==> src/rtl/serial_scan_pkg.sv <==
// Shared types and constants for the serial scan controller.
package serial_scan_pkg;

  typedef enum logic [1:0] {
    IDLE  = 2'd0,
    CLEAR = 2'd1,
    SHIFT = 2'd2,
    RESP  = 2'd3
  } state_t;

  localparam int ID_W = 1;

endpackage

==> src/rtl/serial_scan_arb_if.sv <==
// Requester, detector-pin and response bundle of serial_scan_arb.
// Handshakes: a transfer happens on a rising edge where valid and ready are both 1; the producer holds valid and data stable until then.
interface serial_scan_arb_if #(
  parameter int WIDTH = 8,
  parameter int CNT_W = 4
);
  logic             req0_valid;
  logic [WIDTH-1:0] req0_word;
  logic             req0_ready;
  logic             req1_valid;
  logic [WIDTH-1:0] req1_word;
  logic             req1_ready;
  logic             det_rst;
  logic             det_data;
  logic             det_out;
  logic             resp_valid;
  logic             resp_id;
  logic [CNT_W-1:0] resp_count;
  logic             resp_ready;

  modport master (
    output req0_valid, req0_word, req1_valid, req1_word, det_out, resp_ready,
    input  req0_ready, req1_ready, det_rst, det_data, resp_valid, resp_id, resp_count
  );

  modport slave (
    input  req0_valid, req0_word, req1_valid, req1_word, det_out, resp_ready,
    output req0_ready, req1_ready, det_rst, det_data, resp_valid, resp_id, resp_count
  );
endinterface

==> src/rtl/rr_arb2.sv <==
// Two-input round-robin grant; the requester not granted last wins a tie.
module rr_arb2 (
  input  logic [1:0] valid,
  input  logic       last_grant,
  output logic [1:0] grant,
  output logic       gnt_id,
  output logic       any_valid
);
  always_comb begin
    any_valid = |valid;
    gnt_id    = (valid == 2'b11) ? ~last_grant : valid[1];
    grant     = 2'b00;
    if (any_valid) grant = gnt_id ? 2'b10 : 2'b01;
  end
endmodule

==> src/rtl/serial_scan_arb.sv <==
// Shares one serial detector between two requesters: clear it, shift a word
// in MSB-first, count cycles with det_out high, and return the count.
module serial_scan_arb
  import serial_scan_pkg::*;
#(
  parameter int WIDTH = 8,
  parameter int CNT_W = 4
) (
  input  logic                clk,
  input  logic                rst,
  serial_scan_arb_if.slave    bus,
  output state_t              state_dbg
);
  localparam int IDX_W = $clog2(WIDTH);
  localparam logic [IDX_W-1:0] IDX_LAST = IDX_W'(WIDTH - 1);
  localparam logic [CNT_W-1:0] CNT_MAX  = '1;

  state_t            state, state_nx;
  logic              last_grant;
  logic [WIDTH-1:0]  shreg;
  logic [CNT_W-1:0]  count;
  logic [IDX_W-1:0]  idx;
  logic [ID_W-1:0]   resp_id_q;
  logic [1:0]        grant;
  logic              gnt_id;
  logic              any_valid;

  rr_arb2 u_arb (
    .valid      ({bus.req1_valid, bus.req0_valid}),
    .last_grant (last_grant),
    .grant      (grant),
    .gnt_id     (gnt_id),
    .any_valid  (any_valid)
  );

  always_ff @(posedge clk) begin
    if (!rst) begin
      state      <= IDLE;
      last_grant <= 1'b1;
      shreg      <= '0;
      count      <= '0;
      idx        <= '0;
      resp_id_q  <= '0;
    end else begin
      state <= state_nx;
      case (state)
        IDLE: if (any_valid) begin
          shreg     <= gnt_id ? bus.req1_word : bus.req0_word;
          resp_id_q <= gnt_id;
          count     <= '0;
          idx       <= '0;
        end
        SHIFT: begin
          // Saturate rather than wrap when the detector fires more often than CNT_W can hold.
          if (bus.det_out && (count != CNT_MAX)) count <= count + 1'b1;
          shreg <= {shreg[WIDTH-2:0], 1'b0};
          idx   <= idx + 1'b1;
        end
        RESP: if (bus.resp_ready) last_grant <= resp_id_q;
        default: ;
      endcase
    end
  end

  always_comb begin
    state_nx = state;
    case (state)
      IDLE:    if (any_valid) state_nx = CLEAR;
      CLEAR:   state_nx = SHIFT;
      SHIFT:   if (idx == IDX_LAST) state_nx = RESP;
      RESP:    if (bus.resp_ready) state_nx = IDLE;
      default: state_nx = IDLE;
    endcase
  end

  // Ready is the only output allowed to depend on inputs; it is held low while in reset.
  assign bus.req0_ready = rst && (state == IDLE) && grant[0];
  assign bus.req1_ready = rst && (state == IDLE) && grant[1];
  assign bus.det_rst    = (state != SHIFT);
  assign bus.det_data   = (state == SHIFT) && shreg[WIDTH-1];
  assign bus.resp_valid = (state == RESP);
  assign bus.resp_id    = (state == RESP) ? resp_id_q : 1'b0;
  assign bus.resp_count = (state == RESP) ? count : '0;
  assign state_dbg      = state;
endmodule

==> src/flat_wrapper.sv <==
// flat-port wrapper written by rule: the top's interface ports become plain ports
module serial_scan_arb_flat import serial_scan_pkg::*;
#(
  parameter int WIDTH = 8,
  parameter int CNT_W = 4
)
  (clk, rst, state_dbg, bus_req0_valid, bus_req0_word, bus_req1_valid, bus_req1_word, bus_det_out, bus_resp_ready, bus_req0_ready, bus_req1_ready, bus_det_rst, bus_det_data, bus_resp_valid, bus_resp_id, bus_resp_count);
  serial_scan_arb_if #(.WIDTH(WIDTH), .CNT_W(CNT_W)) bus_i ();
  input  logic clk;
  input  logic rst;
  output state_t state_dbg;
  input wire logic [$bits(bus_i.req0_valid)-1:0] bus_req0_valid;
  input wire logic [$bits(bus_i.req0_word)-1:0] bus_req0_word;
  input wire logic [$bits(bus_i.req1_valid)-1:0] bus_req1_valid;
  input wire logic [$bits(bus_i.req1_word)-1:0] bus_req1_word;
  input wire logic [$bits(bus_i.det_out)-1:0] bus_det_out;
  input wire logic [$bits(bus_i.resp_ready)-1:0] bus_resp_ready;
  output wire logic [$bits(bus_i.req0_ready)-1:0] bus_req0_ready;
  output wire logic [$bits(bus_i.req1_ready)-1:0] bus_req1_ready;
  output wire logic [$bits(bus_i.det_rst)-1:0] bus_det_rst;
  output wire logic [$bits(bus_i.det_data)-1:0] bus_det_data;
  output wire logic [$bits(bus_i.resp_valid)-1:0] bus_resp_valid;
  output wire logic [$bits(bus_i.resp_id)-1:0] bus_resp_id;
  output wire logic [$bits(bus_i.resp_count)-1:0] bus_resp_count;
  assign bus_i.req0_valid = bus_req0_valid;
  assign bus_i.req0_word = bus_req0_word;
  assign bus_i.req1_valid = bus_req1_valid;
  assign bus_i.req1_word = bus_req1_word;
  assign bus_i.det_out = bus_det_out;
  assign bus_i.resp_ready = bus_resp_ready;
  assign bus_req0_ready = bus_i.req0_ready;
  assign bus_req1_ready = bus_i.req1_ready;
  assign bus_det_rst = bus_i.det_rst;
  assign bus_det_data = bus_i.det_data;
  assign bus_resp_valid = bus_i.resp_valid;
  assign bus_resp_id = bus_i.resp_id;
  assign bus_resp_count = bus_i.resp_count;
  serial_scan_arb #(.WIDTH(WIDTH), .CNT_W(CNT_W)) u_core (.clk(clk), .rst(rst), .bus(bus_i), .state_dbg(state_dbg));
endmodule
==> config.mk <==
export PLATFORM = sky130hd
export DESIGN_NAME = serial_scan_arb_flat
export DESIGN_NICKNAME = d
export VERILOG_FILES = /design/src/rtl/serial_scan_pkg.sv /design/src/rtl/serial_scan_arb_if.sv /design/src/rtl/rr_arb2.sv /design/src/rtl/serial_scan_arb.sv /design/src/flat_wrapper.sv
export SDC_FILE = /design/constraint.sdc
export NUM_CORES = 1
export LEC_CHECK = 0
export CAP_MARGIN = 20
export CORE_UTILIZATION = 42
export CTS_BUF_LIST = sky130_fd_sc_hd__clkbuf_4 sky130_fd_sc_hd__clkbuf_8
export DETAILED_ROUTE_END_ITERATION = 6
export PLACE_DENSITY_LB_ADDON = 0.25
export SYNTH_ARGS = -nofsm -noshare
export SYNTH_HDL_FRONTEND = slang
export SYNTH_SLANG_ARGS = --single-unit
==> constraint.sdc <==
create_clock -name clk -period 1.7 [get_ports clk]
set_input_delay 0.425 -clock clk [delete_from_list [all_inputs] [get_ports clk]]
set_output_delay 0.425 -clock clk [all_outputs]
set_load 0.1 [all_outputs]
[After elaboration in Yosys (flattened, before gate mapping)]
Cells that the tools add are included.
Storage, ports and cells
  input bits: 22
  flip-flop bits (word level): 19
  logic and storage cells: 50
  output and inout port bits: 12
Cells by class
  equality and inequality tests: 11
  reduce and logical (&&, ||, !) cells: 13
  $add $sub $neg: 2
  multiplexer cells: 17
  bitwise gates (word level): 1
Operators with widths (number)
  two-way mux 8 bit: 2
  one-hot mux 8 bit (2 select lines): 1
  two-way mux 4 bit: 3
  two-way mux 2 bit: 5
  one-hot mux 2 bit (4 select lines): 1
  one-hot mux 4 bit (2 select lines): 1
  equality test 2 bit (second input constant): 3
  inequality test 2 x 1 -> 1 bit (second input constant): 3
  one-hot mux 3 bit (2 select lines): 1
  AND reduction 2 bit: 3
  AND reduction 3 bit: 2
  logical AND 1 bit: 5
  adder 4 x 1 -> 4 bit (second input constant): 1
  inequality test 2 bit (second input constant): 2
  inequality test 4 bit (second input constant): 1
  adder 3 x 1 -> 3 bit (second input constant): 1
  equality test 3 bit (second input constant): 1
  two-way mux 3 bit: 1
  equality test 2 x 1 -> 1 bit (second input constant): 1
  logical NOT 2 bit: 1
  two-way mux 1 bit: 2
  nonzero test 2 bit: 1
  OR reduction 2 bit: 1
  NOT 1 bit: 1

[Logic depth before layout (Yosys ltp)]
Gate-level depths: netlist of the first run.
  depth after elaboration: 5
  depth in mapped cells: 7
  depth with buffers taken out: 6

[Hierarchy]
From an unflattened synthesis of the first run, not the netlist that was laid out.
Unflattened totals
  cell total of the unflattened synthesis: 131
  area, all modules: 1141.1 um^2
By module, submodules not included
  serial_scan_arb: sequential area each 380.4 um^2, area each 1108.6 um^2, instances 1, cells an instance 126
  rr_arb2: sequential area each 0.0 um^2, area each 32.5 um^2, instances 1, cells an instance 5

[Worst setup path before layout of the first run]
OpenSTA, ideal clock, no wires.
  kind: reg2out
  start point: register u_core.state[1], in the netlist u_core.state_dbg[1]
  end point: output bus_resp_count[0]
  stages on the path, launching flop included: 3
  slack: -1.626 ns
  data arrival time: 2.901 ns
  buffers on the path: 0
  cell sequence: dfxtp_1 -> ha_1 -> and2_1
Between the ends
  longest elaborated chain between the ends: 2
Ends and longest elaborated chain
  from (decl): line serial_scan_arb.sv:18  | state_t state, state_nx;
  from (signal assigned): line serial_scan_arb.sv:45  | state <= state_nx;
  equality test 2 bit
  named net bus_resp_valid: line flat_wrapper.sv:22  | output wire logic [$bits(bus_i.resp_valid)-1:0] bus_resp_valid;
  two-way mux 4 bit: line serial_scan_arb.sv:83  | assign bus.resp_count = (state == RESP) ? count : '0;
  to (decl): line flat_wrapper.sv:24  | output wire logic [$bits(bus_i.resp_count)-1:0] bus_resp_count;
The timed path passes the listed nets, and every way through them passes these cells.

[Worst setup path after layout of the first run]
  start point: register u_core.state[0], in the netlist u_core.state_dbg[0]
  end point: output bus_req0_ready
Between the ends
  longest elaborated chain between the ends: 3
Ends and longest elaborated chain
  logical NOT 2 bit: line serial_scan_arb.sv:77  | assign bus.req0_ready = rst && (state == IDLE) && grant[0];
  logical AND 1 bit (2 in a row): line serial_scan_arb.sv:77
  to (decl): line flat_wrapper.sv:18  | output wire logic [$bits(bus_i.req0_ready)-1:0] bus_req0_ready;
Every way passes these cells.

==> flow_metrics.py, run 1 <==
metrics = {
    "cts": {
        "cts_buffer_depth": 2,
        "cts_buffers": 3,
        "cts_root_buf": "clkbuf_4",
        "clk_latency_ns": 0.31,
        "h-tree-depth": 1,
        "clkSinkCount": 19,
        "cts_tree": "yes",
        "cts_hold_buf": 0,
        "clk_pin_slew_ns": 0.12,
    },
    "floorplanning": {
        "die-area_um2": 2720,
        "rows": 17,
        "ios": 34,
        "core_area_um2": 2300,
        "initial_utilization_pct": 46.0,
        "die_w_um": 52.1,
        "die_h_um": 52.1,
    },
    "critical_path": {
        "rr_worst_depth": 8,
        "path_max_fanout": 4,
        "cp-start-kind": "flip-flop",
        "crit_arrival_ns": 1.39,
        "rrSetupSlack_ns": 0.04,
        "crit_type": "flip-flop to output port",
        "endpoint_kind": "output port",
        "crit_required_ns": 1.27,
    },
    "power_and_ir_drop": {
        "p_leak_nw": 0.777,
        "peakVddDrop_uv": 1360,
        "power.total_mw": 2.55,
        "p_per_area_nw_per_um2": 1370,
    },
    "global_routing": {
        "grt_use_met1_pct": 28.0,
        "track_usage_pct": 23.2,
        "grt-ovfl-total": 0,
        "grt_max_degree": 12,
        "grt.met2_usage_pct": 39.3,
        "top_usage_layer": "met2",
        "grt_pass1_vias": 1040,
        "grt_pass1_wl_um": 4580,
        "antenna_found_initial": 0,
        "grt_use_met3_pct": 6.14,
    },
    "placement": {
        "dpl.hpwl_um": 2120,
        "io_buffer_count": 33,
        "dp_cells": 195,
        "place.gp.congestion": 0.783,
    },
    "timing": {
        "whs_ns": 0.493,
        "period_share_pct": 107,
        "worstMarginPinSlew_ns": 0.329,
        "hold_viol": 0,
        "fin_ws_ns": -0.120,
        "relSlewSlack_pct": 78.0,
        "slew_viol_final": 0,
        "post-route-min-period_ns": 1.82,
        "setup_violations": 10,
        "fmax_ghz": 0.550,
        "fin_worst_skew_ns": 0.000870,
        "rsz0062_at_grt": "true",
        "setup_tns_ns": -0.737,
    },
    "detailed_routing": {
        "firstDrtPassIters": 4,
        "post_drt_wl_per_cell_um": 15.4,
        "num_vias": 1179,
        "drtIter0Drc": 40,
        "routed_wl_um": 3190,
        "vias_per_cell": 5.67,
        "route.detailed.drc": 0,
        "ant_nets": 0,
    },
    "cells_and_area": {
        "antenna_cells": 0,
        "layout-drive-gt1-share_pct": 39.4,
        "fin_util_pct": 81.2,
        "seq_area_um2": 388,
        "nNetsFinal": 209,
        "syn_to_final_growth_pct": 76.7,
        "fillers": 134,
        "multi_input_area_um2": 724,
        "fin_cells": 208,
    },
    "outcome": {
        "violations": "setup timing",
        "run_status": "finished with violations",
    },
    "min_path": {
        "whs_path_depth": 1,
        "hold_class": "flip-flop to flip-flop",
    },
    "yosys": {
        "syn-cell-area_um2": 1060,
        "ys_seq_area_share_pct": 36.0,
        "postSynthCellCount": 124,
        "syn_area_per_cell_um2": 8.52,
        "syn_nets": 152,
        "async_flop_share_pct": 0,
        "ys.warnings.count": 0,
        "ys_types": 34,
        "yosys_most_used_dff": "dfxtp_1",
        "synth_edf_count": 0,
        "ys_seq_elements": 19,
    },
    "run": {
        "drv_cap": 0,
    },
}
layout by cell type (no fill, tap or decap), types with 4 or more instances in the layout:
cell	count
buf_4	24
and2_4	6
a221o_1	7
nor2b_1	6
nand2_1	18
dfxtp_1	17
inv_1	4
clkdlybuf4s50_1	18
buf_12	13
nand3_1	6
a21oi_1	7
report_power, final:
group          internal, mW  switching (mW)  total (mW)
Combinational         0.772           0.909        1.68
Sequential            0.552          0.0692       0.621
Clock                0.0881           0.158       0.246
Total                  1.41            1.14        2.55
worst max-delay path, cell delays in order (launching register included):
cell     delay (ns)
dfxtp_4        0.37
inv_4          0.07
ha_4           0.12
buf_6          0.11
nand3_4        0.07
a21oi_4        0.15
buf_12         0.19
layout make-up:
type | instances | share of cell area (%)
Inverter | 7 | 1.74
Timing Repair Buffer | 59 | 35.3
Clock buffer | 3 | 1.21
Sequential cell | 19 | 20.8
Multi-Input combinational cell | 91 | 38.8
Tap cell | 28 | 1.88
Clock inverter | 1 | 0.268
timing repair:
action                     in CTS  in global routing
pin swaps                       5                  1
gates resized for setup        13                  8
setup endpoints to repair       8                 15
buffers inserted                6                  3
layer usage:
layer	routed length, um	up-vias
li1	-	561
met1	1240	554
met2	1640	54
met3	239	10
met4	78	0
met5	0	-
kinds of logic (layout without fill, tap and decap cells):
family                     after synthesis  after routing  share of synthesized area, %
DFF                                     19             19                          36.0
and+or+nand+nor                         50             50                          24.9
muxes                                    2              2                          1.90
adders and majority gates                6              6                          7.11
buffers and inverters                   14             70                          6.64
AOI/OAI and AO/OA                       33             33                          23.5
stage by stage:
stage,instance area (um2),worst slack [ns]
3_3_place_gp,1700,-0.303
3_5_place_dp,1700,-0.333
6_report,1870,-0.120
2_1_floorplan,1150,-0.237
4_1_cts,1800,-0.113
5_1_grt,1870,-0.177
synthesized netlist by cell type (2+ instances only):
| cell type | n | area share, % |
|---|---|---|
| a21oi_1 | 9 | 4.3 |
| inv_1 | 7 | 2.5 |
| a32oi_1 | 2 | 1.7 |
| nor2b_1 | 6 | 3.6 |
| nand3_1 | 8 | 3.8 |
| ha_1 | 6 | 7.1 |
| nor2_1 | 2 | 0.71 |
| or3_1 | 2 | 1.2 |
| o21ai_0 | 3 | 1.4 |
| and2_1 | 7 | 4.1 |
| dfxtp_1 | 19 | 36 |
| a221o_1 | 7 | 6.6 |
| clkbuf_1 | 3 | 1.1 |
| a21boi_0 | 3 | 2.1 |
| buf_6 | 2 | 2.1 |
| nand2_1 | 18 | 6.4 |
| buf_2 | 2 | 0.95 |
| mux2i_1 | 2 | 1.9 |
sequential cells by signal, summed over array words and instances, names as in the netlist:
register           flops
u_core.idx             3
u_core.count           4
u_core.last_grant      1
u_core.state_dbg       2
u_core.resp_id_q       1
u_core.shreg           8
worst paths after layout:
path	to	from
max	bus_req0_ready	u_core.state_dbg[0]$_SDFFE_PN0P_
min	u_core.shreg[0]$_SDFFE_PN0P_	u_core.shreg[0]$_SDFFE_PN0P_
max reg2reg	u_core.idx[0]$_SDFFE_PN0P_	u_core.state_dbg[0]$_SDFFE_PN0P_
min reg2reg	u_core.shreg[0]$_SDFFE_PN0P_	u_core.shreg[0]$_SDFFE_PN0P_
(Power assumes the default switching activity.)
==> run 2: changes to the inputs <==
MAX_ROUTING_LAYER = met4   (was not set)
==> run 2 against run 1 <==
Net effect: the flow still finishes with violations (setup timing); critical path type unchanged; clock skew is 0.0011 ns higher; sequential cell count stayed put; hold slack hardly changed; sequential power hardly changed; clock power hardly changed; combinational power hardly changed; via count stayed put; fmax is 0.12% lower; setup slack worse by 0.0022 ns; final area stayed put; critical endpoint unchanged; global-route usage is 0.61 points higher.
==> flow_metrics.py, run 2 (synthesis results as in run 1) <==
metrics = {
    "floorplanning": {
        "initial_utilization_pct": 46.0,
        "ios": 34,
        "die_w_um": 52.1,
        "rows": 17,
        "core_area_um2": 2300,
        "die-area_um2": 2720,
        "die_h_um": 52.1,
    },
    "detailed_routing": {
        "num_vias": 1179,
        "route.detailed.drc": 0,
        "drtIter0Drc": 42,
        "firstDrtPassIters": 5,
        "ant_nets": 0,
        "post_drt_wl_per_cell_um": 15.4,
        "vias_per_cell": 5.67,
        "routed_wl_um": 3200,
    },
    "timing": {
        "whs_ns": 0.493,
        "setup_violations": 10,
        "rsz0062_at_grt": "true",
        "slew_viol_final": 0,
        "period_share_pct": 107,
        "hold_viol": 0,
        "fin_worst_skew_ns": 0.00200,
        "fin_ws_ns": -0.122,
        "post-route-min-period_ns": 1.82,
        "fmax_ghz": 0.549,
        "worstMarginPinSlew_ns": 0.329,
        "relSlewSlack_pct": 78.0,
    },
    "cells_and_area": {
        "largest_reg_flops": 8,
        "nNetsFinal": 209,
        "top_register": "u_core.shreg",
        "syn_to_final_growth_pct": 76.7,
        "layout-drive-gt1-share_pct": 39.4,
        "fillers": 134,
        "layout_commonest_cell": "buf_4",
        "antenna_cells": 0,
        "reg.largest.list": "u_core.shreg x8, u_core.count x4, u_core.idx x3",
        "mostFrequentLayoutCells": "24 x buf_4, 18 x nand2_1, 18 x clkdlybuf4s50_1",
    },
    "placement": {
        "pre_cts_ws_ns": -0.333,
        "io_buffer_count": 33,
        "dpl.hpwl_um": 2120,
        "place.gp.congestion": 0.794,
    },
    "critical_path": {
        "cp-start-kind": "flip-flop",
        "path_max_fanout": 4,
        "crit_arrival_ns": 1.40,
        "crit_type": "flip-flop to output port",
        "endpoint_kind": "output port",
        "crit_required_ns": 1.27,
    },
    "cts": {
        "cts_hold_buf": 0,
        "h-tree-depth": 1,
        "cts_root_buf": "clkbuf_4",
        "cts_buffer_depth": 2,
        "clkSinkCount": 19,
        "clk_latency_ns": 0.31,
        "clk_pin_slew_ns": 0.12,
        "cts_buffers": 3,
        "cts_tree": "yes",
    },
    "global_routing": {
        "antenna_found_initial": 0,
        "grt_max_degree": 12,
        "grt-ovfl-total": 0,
        "grt_pass1_wl_um": 4590,
        "grt_pass1_vias": 1035,
        "track_usage_pct": 23.8,
    },
    "min_path": {
        "hold_class": "flip-flop to flip-flop",
    },
    "power_and_ir_drop": {
        "peakVddDrop_uv": 1350,
        "p_leak_nw": 0.777,
        "p_per_area_nw_per_um2": 1370,
    },
    "outcome": {
        "violations": "setup timing",
        "run_status": "finished with violations",
    },
    "run": {
        "drv_cap": 0,
    },
}
run 2: stage by stage:
| step | cells | utilization [%] | power, mW | TNS, ns | instance area (um2) |
|---|---|---|---|---|---|
| 2_1_floorplan | 124 | - | 1.55 | -2.92 | 1150 |
| 6_report | 208 | 81.2 | 2.55 | -0.744 | 1870 |
| 4_1_cts | 205 | 78.3 | 2.37 | -0.615 | 1800 |
| 3_5_place_dp | 195 | 74.1 | 2.01 | -4.38 | 1700 |
| 5_1_grt | 208 | 81.2 | 2.67 | -1.23 | 1870 |
| 3_3_place_gp | 195 | 74.1 | 1.97 | -3.78 | 1700 |
run 2: timing repair:
action / CTS / global route
setup buffers: 6 / 3
pin swaps: 5 / 1
gates cloned: 0 / 0
setup endpoints to repair: 8 / 15
gates resized for setup: 13 / 8
run 2: critical path, cell delays in order, from the launching register on:
cell     delay (ns)
dfxtp_4        0.37
inv_4          0.07
ha_4           0.12
buf_6          0.11
nand3_4        0.07
a21oi_4        0.15
buf_12         0.19
run 2: worst paths after layout:
kind         slack [ns]                        startpoint                           end  cells after the start
max               -0.12  u_core.state_dbg[0]$_SDFFE_PN0P_                bus_req0_ready                      6
min                0.49      u_core.shreg[0]$_SDFFE_PN0P_  u_core.shreg[0]$_SDFFE_PN0P_                      1
max reg2reg        0.04  u_core.state_dbg[0]$_SDFFE_PN0P_    u_core.idx[0]$_SDFFE_PN0P_                      8
min reg2reg        0.49      u_core.shreg[0]$_SDFFE_PN0P_  u_core.shreg[0]$_SDFFE_PN0P_                      1
run 2: routing by layer:
metal | part of all wire [%] | global-route usage, % | vias to the layer above
met4 | 1.5 | 7.89 | 0
met2 | 52 | 39.3 | 50
met5 | 0 | - | -
met3 | 6.3 | 6.14 | 6
met1 | 41 | 28.0 | 561
li1 | - | - | 562
run 2: cell type report:
class	instances	area, um2	area share (%)
multi-input combinational	91	724	38.8
sequential	19	388	20.8
clock buffer	3	22.5	1.21
inverter	7	32.5	1.74
clock inverter	1	5.00	0.268
timing repair buffer	59	658	35.3
tap	28	35.0	1.88
run 2: where the power goes:
group          total (mW)  internal [mW]  switching [mW]
Sequential          0.621          0.552          0.0694
Combinational        1.68          0.772           0.911
Clock               0.245         0.0881           0.157
Total                2.55           1.41            1.14
==> run 3: changes to the inputs <==
CTS_CLUSTER_DIAMETER = 40   (was not set)
==> results of run 3 <==
Final layout, timing and power as in run 2 (identical DEF).
